File: src/rtl/rv32i_trap_seq.sv
// Machine-mode trap/MRET sequencer: owns the single CSR-file access port, arbitrating
// between pipeline CSR instructions and the multi-cycle trap-entry and MRET sequences.
module rv32i_trap_seq #(
  parameter int unsigned VECTORED_EN = 1
) (
  input  logic        clk,
  input  logic        rst,
  input  logic        pipe_csr_req,
  input  logic [11:0] pipe_csr_addr,
  input  logic [31:0] pipe_csr_wdata,
  input  logic [2:0]  pipe_csr_op,
  input  logic        pipe_csr_we,
  output logic        pipe_csr_gnt,
  output logic [31:0] pipe_csr_rdata,
  output logic        pipe_csr_illegal,
  input  logic        trap_req,
  input  logic [31:0] trap_cause,
  input  logic [31:0] trap_pc,
  input  logic [31:0] trap_tval,
  output logic        trap_ack,
  input  logic        mret_req,
  output logic        mret_ack,
  output logic [11:0] csr_addr,
  output logic [31:0] csr_wdata,
  output logic [2:0]  csr_op,
  output logic        csr_we,
  input  logic [31:0] csr_rdata,
  input  logic        csr_illegal,
  output logic        redirect_valid,
  output logic [31:0] redirect_pc,
  output logic        busy
);

  localparam logic [11:0] CSR_MSTATUS = 12'h300;
  localparam logic [11:0] CSR_MTVEC   = 12'h305;
  localparam logic [11:0] CSR_MEPC    = 12'h341;
  localparam logic [11:0] CSR_MCAUSE  = 12'h342;
  localparam logic [11:0] CSR_MTVAL   = 12'h343;
  localparam logic [2:0]  OP_RW       = 3'b001;
  localparam logic [2:0]  OP_RS       = 3'b010;

  typedef enum logic [3:0] {
    IDLE,
    T_TVEC,
    T_EPC,
    T_CAUSE,
    T_TVAL,
    T_SREAD,
    T_SWRITE,
    T_DONE,
    M_STAT,
    M_SWR,
    M_EPC,
    M_DONE
  } state_t;

  state_t      state_reg;
  logic [31:0] cause_reg;
  logic [31:0] pc_reg;
  logic [31:0] tval_reg;
  logic [31:0] target_reg;
  logic [31:0] mstatus_reg;

  logic [31:0] tvec_base;
  logic        tvec_vectored;
  logic [31:0] tvec_target;
  logic [31:0] trap_mstatus;
  logic [31:0] mret_mstatus;

  assign busy = (state_reg != IDLE);

  // Vector offset only for interrupts when MTVEC mode is 01; the add wraps at 32 bits.
  assign tvec_base     = {csr_rdata[31:2], 2'b00};
  assign tvec_vectored = (VECTORED_EN != 0) && (csr_rdata[1:0] == 2'b01) && cause_reg[31];
  assign tvec_target   = tvec_vectored ? (tvec_base + {25'd0, cause_reg[4:0], 2'b00}) : tvec_base;

  // Trap entry: MPIE <= MIE, MIE <= 0, MPP <= M.  MRET: MIE <= MPIE, MPIE <= 1, MPP <= M.
  assign trap_mstatus = {mstatus_reg[31:13], 2'b11, mstatus_reg[10:8], mstatus_reg[3],
                         mstatus_reg[6:4], 1'b0, mstatus_reg[2:0]};
  assign mret_mstatus = {mstatus_reg[31:13], 2'b11, mstatus_reg[10:8], 1'b1,
                         mstatus_reg[6:4], mstatus_reg[7], mstatus_reg[2:0]};

  always_comb begin
    csr_addr         = 12'h000;
    csr_wdata        = 32'h0;
    csr_op           = OP_RS;
    csr_we           = 1'b0;
    pipe_csr_gnt     = 1'b0;
    pipe_csr_rdata   = 32'h0;
    pipe_csr_illegal = 1'b0;
    case (state_reg)
      IDLE: begin
        csr_addr     = pipe_csr_addr;
        csr_wdata    = pipe_csr_wdata;
        csr_op       = pipe_csr_op;
        pipe_csr_gnt = pipe_csr_req & ~trap_req & ~mret_req;
        if (pipe_csr_gnt) begin
          csr_we           = pipe_csr_we;
          pipe_csr_rdata   = csr_rdata;
          pipe_csr_illegal = csr_illegal;
        end
      end
      T_TVEC:  csr_addr = CSR_MTVEC;
      T_EPC: begin
        csr_addr  = CSR_MEPC;
        csr_wdata = {pc_reg[31:2], 2'b00};
        csr_op    = OP_RW;
        csr_we    = 1'b1;
      end
      T_CAUSE: begin
        csr_addr  = CSR_MCAUSE;
        csr_wdata = cause_reg;
        csr_op    = OP_RW;
        csr_we    = 1'b1;
      end
      T_TVAL: begin
        csr_addr  = CSR_MTVAL;
        csr_wdata = tval_reg;
        csr_op    = OP_RW;
        csr_we    = 1'b1;
      end
      T_SREAD: csr_addr = CSR_MSTATUS;
      T_SWRITE: begin
        csr_addr  = CSR_MSTATUS;
        csr_wdata = trap_mstatus;
        csr_op    = OP_RW;
        csr_we    = 1'b1;
      end
      M_STAT:  csr_addr = CSR_MSTATUS;
      M_SWR: begin
        csr_addr  = CSR_MSTATUS;
        csr_wdata = mret_mstatus;
        csr_op    = OP_RW;
        csr_we    = 1'b1;
      end
      M_EPC:   csr_addr = CSR_MEPC;
      default: ;
    endcase
  end

  always_ff @(posedge clk or posedge rst) begin
    if (rst) begin
      state_reg      <= IDLE;
      cause_reg      <= 32'h0;
      pc_reg         <= 32'h0;
      tval_reg       <= 32'h0;
      target_reg     <= 32'h0;
      mstatus_reg    <= 32'h0;
      redirect_valid <= 1'b0;
      redirect_pc    <= 32'h0;
      trap_ack       <= 1'b0;
      mret_ack       <= 1'b0;
    end else begin
      redirect_valid <= 1'b0;
      trap_ack       <= 1'b0;
      mret_ack       <= 1'b0;
      case (state_reg)
        IDLE: begin
          if (trap_req) begin
            cause_reg <= trap_cause;
            pc_reg    <= trap_pc;
            tval_reg  <= trap_tval;
            state_reg <= T_TVEC;
          end else if (mret_req) begin
            state_reg <= M_STAT;
          end
        end
        T_TVEC: begin
          target_reg <= tvec_target;
          state_reg  <= T_EPC;
        end
        T_EPC:   state_reg <= T_CAUSE;
        T_CAUSE: state_reg <= T_TVAL;
        T_TVAL:  state_reg <= T_SREAD;
        T_SREAD: begin
          mstatus_reg <= csr_rdata;
          state_reg   <= T_SWRITE;
        end
        T_SWRITE: begin
          redirect_valid <= 1'b1;
          redirect_pc    <= target_reg;
          trap_ack       <= 1'b1;
          state_reg      <= T_DONE;
        end
        T_DONE:  state_reg <= IDLE;
        M_STAT: begin
          mstatus_reg <= csr_rdata;
          state_reg   <= M_SWR;
        end
        M_SWR:   state_reg <= M_EPC;
        M_EPC: begin
          target_reg     <= csr_rdata;
          redirect_valid <= 1'b1;
          redirect_pc    <= csr_rdata;
          mret_ack       <= 1'b1;
          state_reg      <= M_DONE;
        end
        M_DONE:  state_reg <= IDLE;
        default: state_reg <= IDLE;
      endcase
    end
  end

endmodule

File: config.mk
export PLATFORM = sky130hd
export DESIGN_NAME = rv32i_trap_seq
export DESIGN_NICKNAME = d
export VERILOG_FILES = /design/src/rtl/rv32i_trap_seq.sv
export SDC_FILE = /design/constraint.sdc
export NUM_CORES = 1
export LEC_CHECK = 0
export ABC_AREA = 1
export CAP_MARGIN = 20
export CORE_MARGIN = 4
export CORE_UTILIZATION = 26
export CTS_CLUSTER_SIZE = 10
export DETAILED_ROUTE_END_ITERATION = 10
export GPL_ROUTABILITY_DRIVEN = 0
export HOLD_SLACK_MARGIN = 0.05
export SLEW_MARGIN = 20
export SYNTH_ARGS = -nofsm -noshare
export SYNTH_HDL_FRONTEND = slang
export SYNTH_SLANG_ARGS = --single-unit
File: constraint.sdc
create_clock -name clk -period 8.2 [get_ports clk]
set_clock_uncertainty 0.2 [all_clocks]
set_input_delay 1.23 -clock clk [delete_from_list [all_inputs] [get_ports clk]]
set_output_delay 1.23 -clock clk [all_outputs]
set_load 0.005 [all_outputs]
==> qor.json, run 1 <==
{
  "synth_cells": {"value": 1180},
  "synth_warnings": {"value": 0},
  "globalRoute.totalOverflow": {"value": 0},
  "p_int": {"value": 2989, "unit": "µW"},
  "dieHeight": {"value": 203.0, "unit": "µm"},
  "first_iter_violations": {"value": 574},
  "gr-usage-all-layers": {"value": 16.98, "unit": "%"},
  "share_seq_of_total_power": {"value": 34.6, "unit": "%"},
  "die_area": {"value": 41220, "unit": "µm²"},
  "timing.critical_path.to_type": {"value": "output port"},
  "avgRoutedWirePerCell": {"value": 17.93, "unit": "µm"},
  "ws_path_type": {"value": "reg2out"},
  "netlist_area": {"value": 9889, "unit": "µm²"},
  "grt_use_met1": {"value": 23.52, "unit": "%"},
  "sequential_cell_area": {"value": 4880, "unit": "µm²"},
  "multi_input_comb_area": {"value": 4219, "unit": "µm²"},
  "remaining_drc_errors": {"value": 0},
  "power.combinational.fraction": {"value": 46.6, "unit": "%"},
  "critical_path.max_fanout": {"value": 39},
  "cts_num_sinks": {"value": 195},
  "netlist.top_cell.by_area": {"value": "dfrtp_1"},
  "synthFlopType": {"value": "dfrtp_1"},
  "critical_path.startpoint_type": {"value": "flip-flop"},
  "final_report_setup_violation_count": {"value": 0},
  "rows": {"value": 71},
  "ctsResizeCount": {"value": 0},
  "htree_num_levels": {"value": 4},
  "fillerInstances": {"value": 3871},
  "final_min_period_over_clock_period": {"value": 66.58, "unit": "%"},
  "required_time_reported_for_the_critical_path_endpoint": {"value": 6.77, "unit": "ns"},
  "final_max_slew_viols": {"value": 0},
  "total_via_count_in_the_routed_design": {"value": 9192},
  "clkSlewWorstSetupHoldPaths": {"value": 0.07, "unit": "ns"},
  "arrival": {"value": 4.03, "unit": "ns"},
  "first_pass_grt_wire_length": {"value": 54640, "unit": "µm"},
  "slowest_stage": {"value": "nand2_1"},
  "synth.cells.most_frequent": {"value": "242 x nand2_1, 195 x dfrtp_1, 169 x nor2_1, 134 x inv_1, 95 x o21ai_0"},
  "drt_pre_antenna_iters": {"value": 5},
  "finalCriticalPeriod": {"value": 5.459, "unit": "ns"},
  "crit_chain": {"value": "nor2_1 > nand2_2 > inv_2 > nand2_1 > nor2_1 > clkdlybuf4s50_1"},
  "p_leak": {"value": 0.006045, "unit": "µW"},
  "synthMostInstantiatedCell": {"value": "nand2_1"},
  "vias_in_the_first_global_route": {"value": 9162},
  "timing.fmax": {"value": 0.1832, "unit": "GHz"},
  "timing.critical_path.max_delay_family": {"value": "simple AND/OR/NAND/NOR gates"},
  "remaining_max_slew_budget_at_the_tightest_pin": {"value": 32.91, "unit": "%"},
  "yosys-top-cells-area": {"value": "dfrtp_1 49%, nand2_1 9.2%, nor2_1 6.4%"},
  "boundaryPins": {"value": 300},
  "peak_supply_drop": {"value": 0.0002123, "unit": "V"},
  "grt_antenna_before_repair": {"value": 0},
  "post-cts-setup-buffers": {"value": 0},
  "rsz0062_at_grt": {"value": "false"},
  "diodes": {"value": 0},
  "post-place-ws": {"value": 2.958, "unit": "ns"},
  "synth_area_per_cell": {"value": 8.381, "unit": "µm²"},
  "floorplan.core_area": {"value": 37580, "unit": "µm²"},
  "min_path_type": {"value": "reg2reg"},
  "yosys.area.top_type_share": {"value": 49.34, "unit": "%"},
  "ctsRootBufferMaster": {"value": "clkbuf_16"},
  "ys_ff_latch": {"value": 195},
  "number_of_flops_mapped_to_enable_cells_by_yosys": {"value": 0},
  "flow.area_growth_from_synthesis": {"value": 40.90, "unit": "%"},
  "clock_latency": {"value": 0.44, "unit": "ns"},
  "syn_nets": {"value": 1368},
  "pwr_density_cell": {"value": 343.0, "unit": "nW/µm²"},
  "global_route.usage.met3": {"value": 4.808, "unit": "%"},
  "cp_slowest_stage_delay": {"value": 0.84, "unit": "ns"},
  "synth_cell_type_count": {"value": 43},
  "drtAntennaViolNets": {"value": 0},
  "wl": {"value": 35350, "unit": "µm"},
  "status": {"value": "finished clean"},
  "critical_path.most_common_cell": {"value": "nor2_1"},
  "drive_above_1_share": {"value": 5.205, "unit": "%"},
  "synthArstFlopShare": {"value": 100.0, "unit": "%"},
  "start_util": {"value": 26.32, "unit": "%"},
  "die-width": {"value": 203.0, "unit": "µm"},
  "tightestPinTransition": {"value": 1.004, "unit": "ns"},
  "grt.busiest_layer": {"value": "met2"},
  "timing.final.hold_violations": {"value": 0},
  "place.port_buffers": {"value": 297},
  "dp.final_hpwl": {"value": 25990, "unit": "µm"},
  "path_buf_inv": {"value": 2},
  "num-nets-final": {"value": 1635},
  "cts_inserted_buffers": {"value": 17},
  "clock_path_buffers": {"value": 2},
  "met2_usage": {"value": 26.42, "unit": "%"},
  "clock_tree_from_tritoncts": {"value": "built"},
  "synth.yosys.seq_area_share": {"value": 49.34, "unit": "%"},
  "power.share.switching": {"value": 37.46, "unit": "%"},
  "total_switching_power": {"value": 1790, "unit": "µW"},
  "pnr_worst_setup_slack": {"value": 2.741, "unit": "ns"},
  "cap_viol_max_count": {"value": 0},
  "clock_power_share": {"value": 18.8, "unit": "%"},
  "number_of_hold_buffers_added_after_cts": {"value": 0},
  "route.detailed.vias_per_inst": {"value": 4.664},
  "grt_start_max_net_pins": {"value": 127},
  "final.setup.tns": {"value": 0, "unit": "ns"}
}
## cell type report
type	count	area share [%]
Tap cell	511	4.588
Sequential cell	195	35.02
Clock buffer	17	3.053
Multi-Input combinational cell	786	30.28
Timing Repair Buffer	307	21.87
Clock inverter	15	1.365
Inverter	140	3.825
## power by group through the flow
stage	combinational (µW)	sequential (µW)	clock (µW)
finish	2230	1650	899
global route	2480	1710	967
CTS	2270	1650	930
detailed placement	2250	1670	0
global placement	2230	1650	0
floorplan	1180	1610	0
## cell usage in the layout (no fill, tap or decap), types with 3 or more instances in the layout
cell type,netlist,layout
a21oi_1,57,57
a221oi_1,28,28
buf_4,2,10
bufinv_16,0,3
clkbuf_16,0,17
clkdlybuf4s50_1,0,297
dfrtp_1,195,195
ha_1,5,5
inv_1,134,133
inv_2,5,5
inv_6,0,7
mux2_1,49,49
mux2_2,15,15
nand2_1,242,241
nand2_2,3,3
nand3_1,41,41
nand4_1,10,10
nor2_1,169,167
nor2_2,2,3
nor3_1,5,5
o211ai_1,29,29
o21ai_0,95,95
o21ai_1,6,6
o221ai_1,4,4
xor2_1,4,4
## metal layers
metal	share of wire (%)	up-vias
met5	0	-
met4	1.5	0
met3	8.0	35
met2	45	364
met1	46	4383
li1	-	4410
## final timing paths
check                                             endpoint                       start  cells past startpoint  slack, ns
worst max-delay path                    pipe_csr_rdata[29]    state_reg[0]$_DFFE_PP0P_                      6       2.74
worst min-delay path            target_reg[23]$_DFFE_PP0P_  target_reg[23]$_DFFE_PP0P_                      2       0.28
worst max register to register    tval_reg[19]$_DFFE_PP0P_    state_reg[0]$_DFFE_PP0P_                      6       4.28
worst min register to register  target_reg[23]$_DFFE_PP0P_  target_reg[23]$_DFFE_PP0P_                      2       0.28
max in group asynchronous            pc_reg[4]$_DFFE_PP0P_                         rst                      3       5.03
min in group asynchronous       redirect_pc[5]$_DFFE_PP0P_                         rst                      2       1.14
## worst min-delay path: stages, from the launching register on
cell and delay (ns):
dfrtp_1 0.35, nand2_1 0.05, nand2_1 0.05
## metrics by stage
stage | area, µm² | total power (µW) | instances | hold slack, ns | utilization (%)
after CTS | 13930 | 4853 | 1971 | 0.2817 | 37.08
final | 13930 | 4779 | 1971 | 0.2803 | 37.08
after floorplan | 9889 | 2793 | 1180 | 0.2437 | -
after global routing | 13930 | 5156 | 1971 | 0.2935 | 37.08
after global placement | 13320 | 3878 | 1939 | 0.2584 | 35.44
after detailed placement | 13320 | 3924 | 1939 | 0.2605 | 35.44
## logic make-up (layout without fill, tap and decap cells)
kind of cell               after synthesis  in the layout  share of synthesized area [%]
DFF                                    195            195                          49.34
AOI/OAI and AO/OA                      229            229                          13.80
adders and majority gates                6              6                         0.8350
buffers and inverters                  199            479                          8.173
muxes                                   64             64                          7.287
and+or+nand+nor                        482            482                          20.12
xor gates and xnor gates                 5              5                         0.4428
Power figures use the tool's default switching activity.
==> inputs of run 2 (changes only) <==
Clock period 8.2 ns to 4.9 ns, I/O delays scaled along.
==> run 2 against run 1 <==
  * Die area unchanged
  * Register-to-register slack got worse by 2.9 ns
  * Global-route usage about the same
  * Highest routed layer unchanged
  * Via count decreased by 1.7%
  * Worst setup slack got worse by 2.1 ns
  * Count of clock-buffer cells in the layout increased by 3
  * Sequential share of layout area decreased by 0.18 points
  * Final cell count increased by 0.36%
  * Combinational power increased by 69%
  * Clock power increased by 61%
  * Hold slack got worse by 0.0032 ns
  * Critical path type unchanged
  * Sequential power increased by 68%
==> qor.json, run 2 (synthesis gave the netlist of run 1 again) <==
{
  "status": {"value": "finished clean"},
  "total_via_count_in_the_routed_design": {"value": 9032, "change": "-1.7%"},
  "remaining_drc_errors": {"value": 0, "change": "unchanged"},
  "start_util": {"value": 26.32, "unit": "%", "change": "unchanged"},
  "cts_num_sinks": {"value": 195, "change": "unchanged"},
  "timing.final.hold_violations": {"value": 0, "change": "unchanged"},
  "remaining_max_slew_budget_at_the_tightest_pin": {"value": 31.11, "unit": "%", "change": "-1.8 points"},
  "rsz0062_at_grt": {"value": "false"},
  "route.detailed.vias_per_inst": {"value": 4.566, "change": "-2.1%"},
  "rows": {"value": 71, "change": "unchanged"},
  "floorplan.core_area": {"value": 37580, "unit": "µm²", "change": "unchanged"},
  "first_iter_violations": {"value": 571, "change": "-0.52%"},
  "cp_slowest_stage_delay": {"value": 0.59, "unit": "ns", "change": "-0.25 ns"},
  "clock_tree_from_tritoncts": {"value": "built"},
  "timing.critical_path.max_delay_family": {"value": "buffers and inverters"},
  "required_time_reported_for_the_critical_path_endpoint": {"value": 3.96, "unit": "ns", "change": "-2.81 ns"},
  "place.port_buffers": {"value": 297, "change": "unchanged"},
  "min_from": {"value": "target_reg[21]$_DFFE_PP0P_"},
  "htree_num_levels": {"value": 4, "change": "unchanged"},
  "number_of_hold_buffers_added_after_cts": {"value": 0, "change": "unchanged"},
  "ws_path_type": {"value": "reg2out"},
  "path_buf_inv": {"value": 3, "change": "+1"},
  "final_max_slew_viols": {"value": 0, "change": "unchanged"},
  "clkSlewWorstSetupHoldPaths": {"value": 0.08, "unit": "ns", "change": "about the same"},
  "route.top_layer_used": {"value": "met4"},
  "ctsResizeCount": {"value": 0, "change": "unchanged"},
  "pwr_density_cell": {"value": 570.1, "unit": "nW/µm²", "change": "+66%"},
  "routedLengthMet1": {"value": 16190, "unit": "µm", "change": "-0.24%"},
  "drtAntennaViolNets": {"value": 0, "change": "unchanged"},
  "drt_pre_antenna_iters": {"value": 5, "change": "unchanged"},
  "grt_start_max_net_pins": {"value": 104, "change": "-18%"},
  "clock_path_buffers": {"value": 2, "change": "unchanged"},
  "pnr_worst_setup_slack": {"value": 0.6864, "unit": "ns", "change": "-2.054 ns"},
  "slowest_stage": {"value": "inv_1"},
  "finalCriticalPeriod": {"value": 4.214, "unit": "ns"},
  "critical_path.max_fanout": {"value": 17, "change": "-56%"},
  "vias_in_the_first_global_route": {"value": 9361, "change": "+2.2%"},
  "first_pass_grt_wire_length": {"value": 54760, "unit": "µm", "change": "+0.21%"},
  "post-place-ws": {"value": 1.133, "unit": "ns", "change": "-1.826 ns"},
  "drive_above_1_share": {"value": 5.726, "unit": "%", "change": "+0.52 points"},
  "grt_antenna_before_repair": {"value": 0, "change": "unchanged"},
  "crit_chain": {"value": "nor2_1 > nand2_1 > inv_1 > buf_4 > a221oi_1 > o211ai_1 > clkdlybuf4s50_1"},
  "avgRoutedWirePerCell": {"value": 17.80, "unit": "µm", "change": "-0.72%"},
  "dr_wl_met3": {"value": 2527, "unit": "µm", "change": "-10%"},
  "die_area": {"value": 41220, "unit": "µm²", "change": "unchanged"},
  "mostFrequentLayoutCell": {"value": "clkdlybuf4s50_1"},
  "p_leak": {"value": 0.006072, "unit": "µW", "change": "+0.44%"},
  "num-nets-final": {"value": 1642, "change": "+0.43%"},
  "flow.area_growth_from_synthesis": {"value": 41.61, "unit": "%"},
  "dieHeight": {"value": 203.0, "unit": "µm", "change": "unchanged"},
  "ctsRootBufferMaster": {"value": "clkbuf_16"},
  "worst_r2r_startpoint": {"value": "state_reg[0]$_DFFE_PP0P_"},
  "cts_inserted_buffers": {"value": 17, "change": "unchanged"},
  "final.setup.tns": {"value": 0, "unit": "ns", "change": "unchanged"},
  "post-cts-setup-buffers": {"value": 0, "change": "unchanged"},
  "routed-wl-met2": {"value": 16010, "unit": "µm", "change": "+1.5%"},
  "diodes": {"value": 0, "change": "unchanged"},
  "wl": {"value": 35210, "unit": "µm", "change": "-0.37%"},
  "timing.fmax": {"value": 0.2373, "unit": "GHz"},
  "arrival": {"value": 3.28, "unit": "ns", "change": "-0.75 ns"},
  "critical_path.startpoint_type": {"value": "flip-flop"},
  "boundaryPins": {"value": 300, "change": "unchanged"},
  "globalRoute.totalOverflow": {"value": 0, "change": "unchanged"},
  "peak_supply_drop": {"value": 0.0003127, "unit": "V", "change": "+47%"},
  "cap_viol_max_count": {"value": 0, "change": "unchanged"},
  "final_report_setup_violation_count": {"value": 0, "change": "unchanged"},
  "timing.critical_path.to_type": {"value": "output port"},
  "clock_latency": {"value": 0.45, "unit": "ns", "change": "about the same"},
  "min_path_type": {"value": "reg2reg"},
  "worst_setup_path_startpoint": {"value": "state_reg[0]$_DFFE_PP0P_"},
  "tightestPinTransition": {"value": 1.033, "unit": "ns", "change": "+0.02938 ns"},
  "final_min_period_over_clock_period": {"value": 85.99, "unit": "%"},
  "gr-usage-all-layers": {"value": 16.94, "unit": "%", "change": "-0.034 points"},
  "die-width": {"value": 203.0, "unit": "µm", "change": "unchanged"},
  "fillerInstances": {"value": 3868, "change": "-0.077%"},
  "layout.cells.most_common_list": {"value": "297 x clkdlybuf4s50_1, 241 x nand2_1, 195 x dfrtp_1"},
  "dp.final_hpwl": {"value": 26540, "unit": "µm", "change": "+2.1%"}
}
-- run 2: path summary, 6_finish.rpt --
kind                       slack [ns]  depth (start not counted)                         end
max                              0.69                          7               csr_wdata[20]
min in group asynchronous        0.38                          2  redirect_pc[4]$_DFFE_PP0P_
min reg2reg                      0.28                          2  target_reg[21]$_DFFE_PP0P_
max in group asynchronous        3.27                          3    tval_reg[21]$_DFFE_PP0P_
max reg2reg                      1.34                          6   cause_reg[15]$_DFFE_PP0P_
min                              0.28                          2  target_reg[21]$_DFFE_PP0P_
-- run 2: final cells by class --
| class | instances | area [µm²] | area share (%) |
|---|---|---|---|
| multi-input combinational | 786 | 4224 | 30.16 |
| timing repair buffer | 314 | 3126 | 22.32 |
| tap | 511 | 639.4 | 4.565 |
| sequential | 195 | 4880 | 34.84 |
| clock buffer | 20 | 466.7 | 3.332 |
| inverter | 140 | 529.3 | 3.779 |
| clock inverter | 12 | 140.1 | 1.001 |
-- run 2: routing by layer --
metal	GRT usage, %	vias to the layer above
li1	-	4414
met1	23.09	4317
met2	26.88	272
met3	4.808	29
met4	3.999	0
met5	0	-
-- run 2: worst register-to-register path, stage by stage, from the launching register on --
cell,delay (ns)
dfrtp_1,0.46
nor2_1,0.28
nand2_2,0.31
inv_2,0.62
nand2_4,0.72
buf_4,0.52
mux2_1,0.33
-- run 2: stage by stage --
| stage | cells | util [%] | total power, µW | hold slack (ns) | area, µm² |
|---|---|---|---|---|---|
| 2_1_floorplan | 1180 | - | 4675 | 0.2437 | 9893 |
| 3_3_place_gp | 1946 | 35.65 | 6513 | 0.2589 | 13400 |
| 3_5_place_dp | 1946 | 35.65 | 6594 | 0.2602 | 13400 |
| 4_1_cts | 1978 | 37.27 | 8098 | 0.2797 | 14000 |
| 5_1_grt | 1978 | 37.27 | 8589 | 0.2986 | 14000 |
| 6_report | 1978 | 37.27 | 7984 | 0.2771 | 14000 |
-- run 2: where the power goes --
part	switching, µW	total, µW	internal (µW)
Sequential	373	2770	2400
Combinational	1950	3760	1810
Clock	691	1450	763
